<file path="config.mk">
export PLATFORM = sky130hd
export DESIGN_NAME = atm_txn_ctrl
export DESIGN_NICKNAME = d
export VERILOG_FILES = /design/src/rtl/atm_txn_ctrl_pkg.sv /design/src/rtl/atm_timeout_timer.sv /design/src/rtl/atm_txn_ctrl.sv
export SDC_FILE = /design/constraint.sdc
export NUM_CORES = 1
export LEC_CHECK = 0
export BUFFER_PORTS_ARGS = -buffer_cell sky130_fd_sc_hd__buf_2
export CAP_MARGIN = 20
export CORE_AREA = 10 10 95 97
export CTS_BUF_LIST = sky130_fd_sc_hd__clkbuf_8
export DETAILED_ROUTE_END_ITERATION = 16
export DIE_AREA = 0 0 105 107
export GPL_TIMING_DRIVEN = 0
export PLACE_DENSITY = 0.79
export SETUP_SLACK_MARGIN = 0.1
export SLEW_MARGIN = 25
export SYNTH_ARGS = -nofsm -noshare
export SYNTH_HDL_FRONTEND = slang
export SYNTH_SLANG_ARGS = --single-unit
</file>
<file path="constraint.sdc">
create_clock -name clk -period 5.6 [get_ports clk]
set_input_delay 0.56 -clock clk [delete_from_list [all_inputs] [get_ports clk]]
set_output_delay 0.56 -clock clk [all_outputs]
set_load 0.02 [all_outputs]
</file>
<file path="src/rtl/atm_txn_ctrl_pkg.sv">
// Shared types and helpers for the ATM transaction controller.
// The amount check lives here so the controller and any future account logic agree on it.
package atm_pkg;

  typedef enum logic [2:0] {
    ST_IDLE     = 3'd0,
    ST_WAIT_PIN = 3'd1,
    ST_WAIT_AMT = 3'd2,
    ST_DISPENSE = 3'd3,
    ST_EJECT    = 3'd4,
    ST_RETAIN   = 3'd5
  } atm_state_t;

  // Accept only a non-zero, covered amount that is a whole number of notes.
  function automatic logic amt_ok(input logic [31:0] amt, input logic [31:0] bal,
                                  input int unsigned shift);
    logic [31:0] mask;
    mask = (32'd1 << shift) - 32'd1;
    return (amt != 32'd0) && (amt <= bal) && ((amt & mask) == 32'd0);
  endfunction

endpackage

</file>
<file path="src/rtl/atm_timeout_timer.sv">
// Inactivity timer: counts while run is high, saturates at TIMEOUT_CYC-1,
// and flags expiry when the last count is reached.
module atm_timeout_timer #(
  parameter int TIMEOUT_CYC = 1000
) (
  input  logic clk,
  input  logic reset,
  input  logic run,
  input  logic clear,
  output logic expired
);

  localparam int CW = $clog2(TIMEOUT_CYC);
  localparam logic [CW-1:0] LAST = CW'(TIMEOUT_CYC - 1);

  logic [CW-1:0] cnt_q;

  // Saturating idle counter; clear wins over run.
  always_ff @(posedge clk) begin
    if (!reset) begin
      cnt_q <= '0;
    end else if (clear) begin
      cnt_q <= '0;
    end else if (run && (cnt_q != LAST)) begin
      cnt_q <= cnt_q + CW'(1);
    end else begin
      cnt_q <= cnt_q;
    end
  end

  assign expired = (cnt_q == LAST);

endmodule

</file>
<file path="src/rtl/atm_txn_ctrl.sv">
// ATM session controller: PIN check with retention, amount check, note-by-note
// dispense over valid/ready, balance write-back and card eject. All outputs registered.
module atm_txn_ctrl
  import atm_pkg::*;
#(
  parameter int PIN_W       = 16,
  parameter int AMT_W       = 16,
  parameter int NOTE_SHIFT  = 5,
  parameter int MAX_TRIES   = 3,
  parameter int TIMEOUT_CYC = 1000
) (
  input  logic                             clk,
  input  logic                             reset,
  input  logic                             card_inserted,
  input  logic [PIN_W-1:0]                 card_pin,
  input  logic                             pin_valid,
  input  logic [PIN_W-1:0]                 pin_in,
  input  logic                             amt_valid,
  input  logic [AMT_W-1:0]                 amt_in,
  input  logic [AMT_W-1:0]                 balance,
  input  logic                             note_ready,
  output logic                             note_valid,
  output logic                             balance_wr,
  output logic [AMT_W-1:0]                 balance_new,
  output logic                             pin_error,
  output logic                             amt_error,
  output logic [$clog2(MAX_TRIES+1)-1:0]   tries_left,
  output logic                             timeout,
  output logic                             eject,
  output logic                             card_retain
);

  localparam int TW     = $clog2(MAX_TRIES + 1);
  localparam int NOTE_W = AMT_W - NOTE_SHIFT;
  localparam logic [TW-1:0] TRIES_MAX = TW'(MAX_TRIES);

  atm_state_t         state_q;
  logic [NOTE_W-1:0]  notes_q;
  logic [TW-1:0]      tries_q;
  logic [AMT_W-1:0]   balance_new_q;
  logic               note_valid_q;
  logic               balance_wr_q;
  logic               pin_error_q;
  logic               amt_error_q;
  logic               timeout_q;
  logic               eject_q;
  logic               retain_q;

  logic timer_run;
  logic timer_clear;
  logic timer_expired;
  logic amt_accept;

  assign timer_run   = (state_q == ST_WAIT_PIN) || (state_q == ST_WAIT_AMT);
  assign timer_clear = (state_q == ST_IDLE) ||
                       ((state_q == ST_WAIT_PIN) && pin_valid) ||
                       ((state_q == ST_WAIT_AMT) && amt_valid);
  assign amt_accept  = amt_ok(32'(amt_in), 32'(balance), NOTE_SHIFT);

  atm_timeout_timer #(
    .TIMEOUT_CYC(TIMEOUT_CYC)
  ) u_timer (
    .clk     (clk),
    .reset   (reset),
    .run     (timer_run),
    .clear   (timer_clear),
    .expired (timer_expired)
  );

  // Session FSM with registered outputs; card removal outranks keypad input, which outranks the timer.
  always_ff @(posedge clk) begin
    if (!reset) begin
      state_q       <= ST_IDLE;
      notes_q       <= '0;
      tries_q       <= TRIES_MAX;
      balance_new_q <= '0;
      note_valid_q  <= 1'b0;
      balance_wr_q  <= 1'b0;
      pin_error_q   <= 1'b0;
      amt_error_q   <= 1'b0;
      timeout_q     <= 1'b0;
      eject_q       <= 1'b0;
      retain_q      <= 1'b0;
    end else begin
      balance_wr_q <= 1'b0;
      pin_error_q  <= 1'b0;
      amt_error_q  <= 1'b0;
      timeout_q    <= 1'b0;
      case (state_q)
        ST_IDLE: begin
          if (card_inserted) begin
            state_q <= ST_WAIT_PIN;
            tries_q <= TRIES_MAX;
          end
        end
        ST_WAIT_PIN: begin
          if (!card_inserted) begin
            state_q <= ST_IDLE;
          end else if (pin_valid) begin
            if (pin_in == card_pin) begin
              state_q <= ST_WAIT_AMT;
              tries_q <= TRIES_MAX;
            end else begin
              pin_error_q <= 1'b1;
              tries_q     <= tries_q - TW'(1);
              if (tries_q == TW'(1)) begin
                state_q  <= ST_RETAIN;
                retain_q <= 1'b1;
              end
            end
          end else if (timer_expired) begin
            timeout_q <= 1'b1;
            state_q   <= ST_EJECT;
            eject_q   <= 1'b1;
          end
        end
        ST_WAIT_AMT: begin
          if (!card_inserted) begin
            state_q <= ST_IDLE;
          end else if (amt_valid) begin
            if (amt_accept) begin
              notes_q       <= amt_in[AMT_W-1:NOTE_SHIFT];
              balance_new_q <= balance - amt_in;
              balance_wr_q  <= 1'b1;
              note_valid_q  <= 1'b1;
              state_q       <= ST_DISPENSE;
            end else begin
              amt_error_q <= 1'b1;
            end
          end else if (timer_expired) begin
            timeout_q <= 1'b1;
            state_q   <= ST_EJECT;
            eject_q   <= 1'b1;
          end
        end
        ST_DISPENSE: begin
          if (note_valid_q && note_ready) begin
            notes_q <= notes_q - NOTE_W'(1);
            if (notes_q == NOTE_W'(1)) begin
              note_valid_q <= 1'b0;
              state_q      <= ST_EJECT;
              eject_q      <= 1'b1;
            end
          end
        end
        ST_EJECT: begin
          if (!card_inserted) begin
            eject_q <= 1'b0;
            state_q <= ST_IDLE;
          end
        end
        ST_RETAIN: begin
          if (!card_inserted) begin
            retain_q <= 1'b0;
            state_q  <= ST_IDLE;
          end
        end
        default: begin
          state_q      <= ST_IDLE;
          note_valid_q <= 1'b0;
          eject_q      <= 1'b0;
          retain_q     <= 1'b0;
        end
      endcase
    end
  end

  assign note_valid  = note_valid_q;
  assign balance_wr  = balance_wr_q;
  assign balance_new = balance_new_q;
  assign pin_error   = pin_error_q;
  assign amt_error   = amt_error_q;
  assign tries_left  = tries_q;
  assign timeout     = timeout_q;
  assign eject       = eject_q;
  assign card_retain = retain_q;

endmodule
</file>
==> impl_metrics.json, run 1 <==
{
  "status": "finished clean",
  "die_h_um": 107,
  "nFillCells": 694,
  "clk_transition_reported_paths_ps": 90,
  "synth.yosys.seq_area_share_pct": 28.0,
  "crit_type": "input pin to flop",
  "fp.dieArea_um2": 11200,
  "synth.distinct_cells": 61,
  "cts.repair.resized": 0,
  "first_global_vias": 3637,
  "timing.critical_path.cells": "buf_2, inv_1, ha_1, and4_1, nor4b_1, o21ai_1, a21oi_2, buf_6, mux2_2, nor2_1",
  "grt_start_max_net_pins": 16,
  "grt_first_pass_wirelength_um": 16900,
  "drv_slew": 0,
  "detailedPlacementHpwl_um": 8240,
  "final_cell_count_no_fill": 655,
  "detail_route.wl_per_cell_um": 15.6,
  "cts_setup_buffers": 0,
  "power_leakage_nw": 1.85,
  "skew_pair_late_insertion_delay_ps": 300,
  "cts_hold_buffers": 0,
  "detailed_place.area_um2": 4090,
  "summed_instance_area_of_the_synthesized_netlist_um2": 3510,
  "post_drt_via_cell_ratio": 5.57,
  "netlist_instances": 456,
  "tritonroute_pass_1_iters": 5,
  "min_period_over_period_pct": 46.6,
  "final-setup-viol-count": 0,
  "drc": 0,
  "async_reset_ff_share_pct": 0,
  "grt_remaining_overflow": 0,
  "total_power_mw": 0.747,
  "worst-path-max-fanout": 10,
  "worst_path_largest_cell_delay_ps": 410,
  "critPathBufInv": 3,
  "layout_min_cycle_time_ps": 2610,
  "syn-num-nets": 547,
  "number_of_antenna_violations_at_the_first_check_in_global_routing": 0,
  "syn_to_final_growth_pct": 19.2,
  "end_kind": "flop",
  "setup_total_negative_slack_ps": 0,
  "timing.final.hold_violations": 0,
  "tritoncts_num_sinks": 49,
  "required_worst_endpoint_ps": 5840,
  "peak_clock_frequency_supported_by_timing_mhz": 383,
  "clock-root-buffer": "sky130_fd_sc_hd__clkbuf_8",
  "vias": 3649,
  "crit_arrival_ps": 2850,
  "antenna_cells_inserted": 0,
  "post_synth.cell_area_avg_um2": 7.69,
  "ios": 95,
  "core_area_um2": 7140,
  "design.final.nets": 646,
  "synth_flop_cell": "sky130_fd_sc_hd__dfxtp_1",
  "p_per_area_nw_per_um2": 179,
  "hold_path.class": "flop to flop",
  "num_rows": 31,
  "die-width_um": 105,
  "slew_headroom_pct": 54.4,
  "numCtsBuffers": 5,
  "cts_tree": "built",
  "portBuffers": 92,
  "place_worst_setup_slack_ps": 2730,
  "timing_worst_slew_pin_value_ps": 680,
  "final_critical_path_setup_slack_ps": 2990,
  "routed_wl_um": 10200,
  "critPathTopFamily": "simple AND/OR/NAND/NOR gates",
  "drt_iter0_markers": 206,
  "synth_enable_flop_cells": 0,
  "drtAntennaViolNets": 0,
  "final_area_um2": 4180,
  "worst_clock_skew_ps": 8.18,
  "finalWeightedCongestion": 0.915,
  "grt.total_usage_pct": 17.7,
  "floorplan.initialDensity_pct": 49.2,
  "rsz0062_at_grt": "no",
  "max-vdd-ir-drop_mv": 0.105,
  "critical_path_slowest_stage_cell": "sky130_fd_sc_hd__ha_1",
  "placedCellCount": 647,
  "ctsHtreeMaxLevel": 2,
  "ys_ff_latch": 49,
  "post_route_cells_drive_above_1_share_pct": 21.8,
  "cp-start-kind": "input pin",
  "maxCapViolations": 0,
  "cts.path.max_buffers": 2,
  "synth.yosys.warnings": 0
}
==> worst paths after layout <==
| check | startpoint | endpoint | slack, ps | cells after the start |
|---|---|---|---|---|
| hold reg to reg | eject | eject | 490 | 2 |
| hold / removal | eject | eject | 490 | 2 |
| setup reg to reg | state_q[2] | notes_q[7] | 3470 | 6 |
| setup / recovery | amt_in[11] | balance_new[6] | 2990 | 10 |
==> layer usage <==
layer  vias up  routed length [um]  track usage, %
met5         -                   0               0
met4         0                 184            4.61
met3        16                 606            2.81
met2       143                4880            31.1
met1      1680                4580            21.9
li1       1810                   -               -
==> registers in the layout (all words and copies together), names as in the netlist <==
| name | cells |
|---|---|
| balance_wr | 1 |
| u_timer.cnt_q | 10 |
| eject | 1 |
| card_retain | 1 |
| amt_error | 1 |
| notes_q | 11 |
| note_valid | 1 |
| balance_new | 16 |
| state_q | 3 |
| pin_error | 1 |
| timeout | 1 |
| tries_left | 2 |
==> cells in the final DEF (no fill, tap or decap), types with 7 or more instances in the layout <==
| cell type | count |
|---|---|
| sky130_fd_sc_hd__nor3_1 | 10 |
| sky130_fd_sc_hd__dfxtp_1 | 49 |
| sky130_fd_sc_hd__xor2_1 | 25 |
| sky130_fd_sc_hd__o21ai_0 | 33 |
| sky130_fd_sc_hd__mux2i_1 | 11 |
| sky130_fd_sc_hd__clkbuf_1 | 10 |
| sky130_fd_sc_hd__nand3_1 | 16 |
| sky130_fd_sc_hd__a211oi_1 | 7 |
| sky130_fd_sc_hd__ha_1 | 20 |
| sky130_fd_sc_hd__a21o_1 | 7 |
| sky130_fd_sc_hd__nand4_1 | 9 |
| sky130_fd_sc_hd__inv_1 | 28 |
| sky130_fd_sc_hd__buf_2 | 97 |
| sky130_fd_sc_hd__nand2_1 | 45 |
| sky130_fd_sc_hd__o21a_1 | 8 |
| sky130_fd_sc_hd__nor2_1 | 49 |
| sky130_fd_sc_hd__nor4_1 | 8 |
| sky130_fd_sc_hd__xnor2_1 | 19 |
| sky130_fd_sc_hd__a21oi_1 | 33 |
==> cell usage after synthesis (3+ instances only) <==
cell | instances | area (um^2)
sky130_fd_sc_hd__nor2b_1 | 5 | 31.3
sky130_fd_sc_hd__a21oi_1 | 33 | 165
sky130_fd_sc_hd__a211oi_1 | 7 | 52.6
sky130_fd_sc_hd__nor4_1 | 8 | 50.1
sky130_fd_sc_hd__nor2_1 | 49 | 184
sky130_fd_sc_hd__a21o_1 | 7 | 52.6
sky130_fd_sc_hd__nand3_1 | 16 | 80.1
sky130_fd_sc_hd__xnor2_1 | 19 | 166
sky130_fd_sc_hd__dfxtp_1 | 49 | 981
sky130_fd_sc_hd__nor3_1 | 10 | 50.1
sky130_fd_sc_hd__o21a_1 | 8 | 60.1
sky130_fd_sc_hd__or3_1 | 5 | 31.3
sky130_fd_sc_hd__nand4_1 | 9 | 56.3
sky130_fd_sc_hd__nand2_1 | 45 | 169
sky130_fd_sc_hd__buf_2 | 5 | 25.0
sky130_fd_sc_hd__o21ai_0 | 33 | 165
sky130_fd_sc_hd__mux2i_1 | 11 | 110
sky130_fd_sc_hd__xor2_1 | 25 | 219
sky130_fd_sc_hd__and3_1 | 3 | 18.8
sky130_fd_sc_hd__o21ai_1 | 4 | 20.0
sky130_fd_sc_hd__ha_1 | 20 | 250
sky130_fd_sc_hd__inv_1 | 27 | 101
sky130_fd_sc_hd__o22ai_1 | 4 | 25.0
sky130_fd_sc_hd__clkbuf_1 | 10 | 37.5
==> where the power goes <==
part           switching (mW)  internal, mW  total, mW
Sequential            0.00148         0.350      0.352
Combinational           0.108        0.0800      0.188
Clock                   0.120        0.0864      0.207
==> stage by stage <==
step | hold slack (ps) | utilization, %
5_1_grt | 500 | 58.6
3_3_place_gp | 463 | 57.3
6_report | 488 | 58.6
4_1_cts | 488 | 58.6
3_5_place_dp | 473 | 57.3
2_1_floorplan | 462 | -
==> tightest hold or removal path, stage by stage (launching register included) <==
cell	delay (ps)
sky130_fd_sc_hd__dfxtp_1	330
sky130_fd_sc_hd__a21oi_1	40
sky130_fd_sc_hd__nor2_1	80
==> kinds of logic (layout without fill, tap and decap cells) <==
logic type,count (synthesis),count (layout),share of synthesized area [%]
fa+ha+maj,21,21,7.70
buf+inv,45,145,5.31
flops,49,49,28.0
xor+xnor,44,44,11.0
simple gates,166,166,23.1
mux,13,13,3.78
compound gates,118,118,21.2
==> area by class of cell <==
type | instances | area, um^2 | share of cell area, %
Sequential cell | 49 | 981 | 23.5
Tap cell | 99 | 124 | 2.96
Inverter | 28 | 105 | 2.51
Clock inverter | 3 | 18.8 | 0.449
Multi-Input combinational cell | 362 | 2340 | 56.0
Timing Repair Buffer | 92 | 460 | 11.0
Buffer | 17 | 81.3 | 1.95
Clock buffer | 5 | 68.8 | 1.65
(Power assumes the default switching activity.)
==> run 2, diff against run 1 <==
PLACE_DENSITY = 0.82   (was 0.79)
clock period = 2.18 ns   (was 5.6 ns; I/O delays follow)
==> impl_metrics.json, run 2 (synthesized netlist as in run 1, its figures left out) <==
{
  "largest_register_ff_count": 16,
  "drv_slew": 0,
  "detailedPlacementHpwl_um": 8150,
  "grt_remaining_overflow": 0,
  "first_global_vias": 3615,
  "cts_tree": "built",
  "final_cell_count_no_fill": 659,
  "grt_start_max_net_pins": 16,
  "cts.path.max_buffers": 2,
  "seq_power_share_pct": 42.4,
  "routed_wl_um": 10600,
  "finalWeightedCongestion": 0.926,
  "rsz0062_at_grt": "no",
  "die-width_um": 105,
  "maxCapViolations": 0,
  "power_leakage_nw": 1.93,
  "detail_route.wirelength.met1_um": 4680,
  "layout_common_cells": "sky130_fd_sc_hd__buf_2 (97), sky130_fd_sc_hd__nor2_1 (48), sky130_fd_sc_hd__dfxtp_1 (45)",
  "peak_clock_frequency_supported_by_timing_mhz": 492,
  "route.met3.wl_um": 783,
  "worst-path-max-fanout": 5,
  "antenna_cells_inserted": 0,
  "min_period_over_period_pct": 93.2,
  "worst_clock_skew_ps": 6.32,
  "skew_pair_late_insertion_delay_ps": 310,
  "comb_power_share_pct": 25.5,
  "drtAntennaViolNets": 0,
  "p_per_area_nw_per_um2": 476,
  "power.clock.fraction_pct": 32.1,
  "hold_path.class": "input pin to flop",
  "end_kind": "flop",
  "grt.total_usage_pct": 17.4,
  "vias": 3796,
  "setup_total_negative_slack_ps": 0,
  "core_area_um2": 7140,
  "ctsHtreeMaxLevel": 2,
  "clk_transition_reported_paths_ps": 90,
  "clock-root-buffer": "sky130_fd_sc_hd__clkbuf_8",
  "syn_to_final_growth_pct": 27.6,
  "cts_hold_buffers": 0,
  "routed-wl-met2_um": 4900,
  "leading_cell_type_in_the_layout_fill_and_taps_excluded": "sky130_fd_sc_hd__buf_2",
  "slew_headroom_pct": 54.8,
  "post_route_cells_drive_above_1_share_pct": 28.6,
  "design.final.nets": 650,
  "required_worst_endpoint_ps": 2420,
  "portBuffers": 92,
  "net-switching-power_mw": 0.620,
  "drt_iter0_markers": 224,
  "detail_route.wl_per_cell_um": 16.1,
  "ios": 95,
  "die_h_um": 107,
  "tritonroute_pass_1_iters": 5,
  "internal_power_mw": 1.51,
  "crit_arrival_ps": 2280,
  "timing_worst_slew_pin_value_ps": 673,
  "drc": 0,
  "max-vdd-ir-drop_mv": 0.298,
  "grt_first_pass_wirelength_um": 16600,
  "total_power_mw": 2.13,
  "placedCellCount": 647,
  "finish.utilization_pct": 62.7,
  "maxUsedRoutingLayer": "met4",
  "status": "finished clean",
  "numCtsBuffers": 5,
  "tritoncts_num_sinks": 49,
  "num_rows": 31,
  "timing.final.hold_violations": 0,
  "layout_min_cycle_time_ps": 2030,
  "netSwitchingFraction_pct": 29.1,
  "final-setup-viol-count": 0,
  "cp-start-kind": "flop",
  "number_of_antenna_violations_at_the_first_check_in_global_routing": 0,
  "fp.dieArea_um2": 11200,
  "floorplan.initialDensity_pct": 49.2,
  "crit_type": "flop to flop",
  "post_drt_via_cell_ratio": 5.76
}
[run 2: area by class of cell]
| cell class | instances | area (um^2) |
|---|---|---|
| Clock inverter | 2 | 37.5 |
| Timing Repair Buffer | 96 | 500 |
| Buffer | 17 | 91.3 |
| Clock buffer | 6 | 82.6 |
| Tap cell | 99 | 124 |
| Inverter | 28 | 108 |
| Fill cell | 661 | 2660 |
| Multi-Input combinational cell | 362 | 2540 |
| Sequential cell | 49 | 988 |
[run 2: power groups by stage]
stage	clock network (mW)	registers (mW)	logic, mW
3_3_place_gp	0	0.925	0.474
6_report	0.685	0.903	0.543
2_1_floorplan	0	0.926	0.332
3_5_place_dp	0	0.925	0.488
5_1_grt	0.737	0.904	0.593
4_1_cts	0.700	0.904	0.502
[run 2: worst paths after layout]
path	start	endpoint	slack [ps]	cells past startpoint
hold reg to reg	notes_q[4]	notes_q[4]	500	2
setup / recovery	notes_q[5]	state_q[1]	150	7
hold / removal	reset	timeout	220	3
setup reg to reg	notes_q[5]	state_q[1]	150	7
[run 2: layer usage]
layer  up-vias  track usage, %
li1       1827               -
met1      1741            21.9
met2       204            29.3
met3        24            3.41
met4         0            5.69
met5         -               0
[run 2: metrics by stage]
step / cell area [um^2] / hold WS, ps / worst slack (ps)
floorplan: 3590 / 419 / 102
global placement: 4170 / 470 / -259
detailed placement: 4170 / 486 / -393
CTS: 4330 / 208 / 102
global route: 4480 / 230 / 66.0
finish: 4480 / 216 / 148
[run 2: worst max-delay path, cell delays in order, from the launching register on]
cell	delay (ps)
sky130_fd_sc_hd__dfxtp_4	370
sky130_fd_sc_hd__or3_4	390
sky130_fd_sc_hd__or3_4	350
sky130_fd_sc_hd__nor3_2	150
sky130_fd_sc_hd__or2_4	160
sky130_fd_sc_hd__o221a_4	180
sky130_fd_sc_hd__o21a_1	180
sky130_fd_sc_hd__mux2i_1	180
[run 2: what timing repair did]
item,4_1_cts,5_1_grt
setup buffers,1,2
pin swaps,1,5
endpoints found under the setup margin,23,20
resized for setup,6,32
endpoints found under the hold margin,0,0
gates cloned,0,1
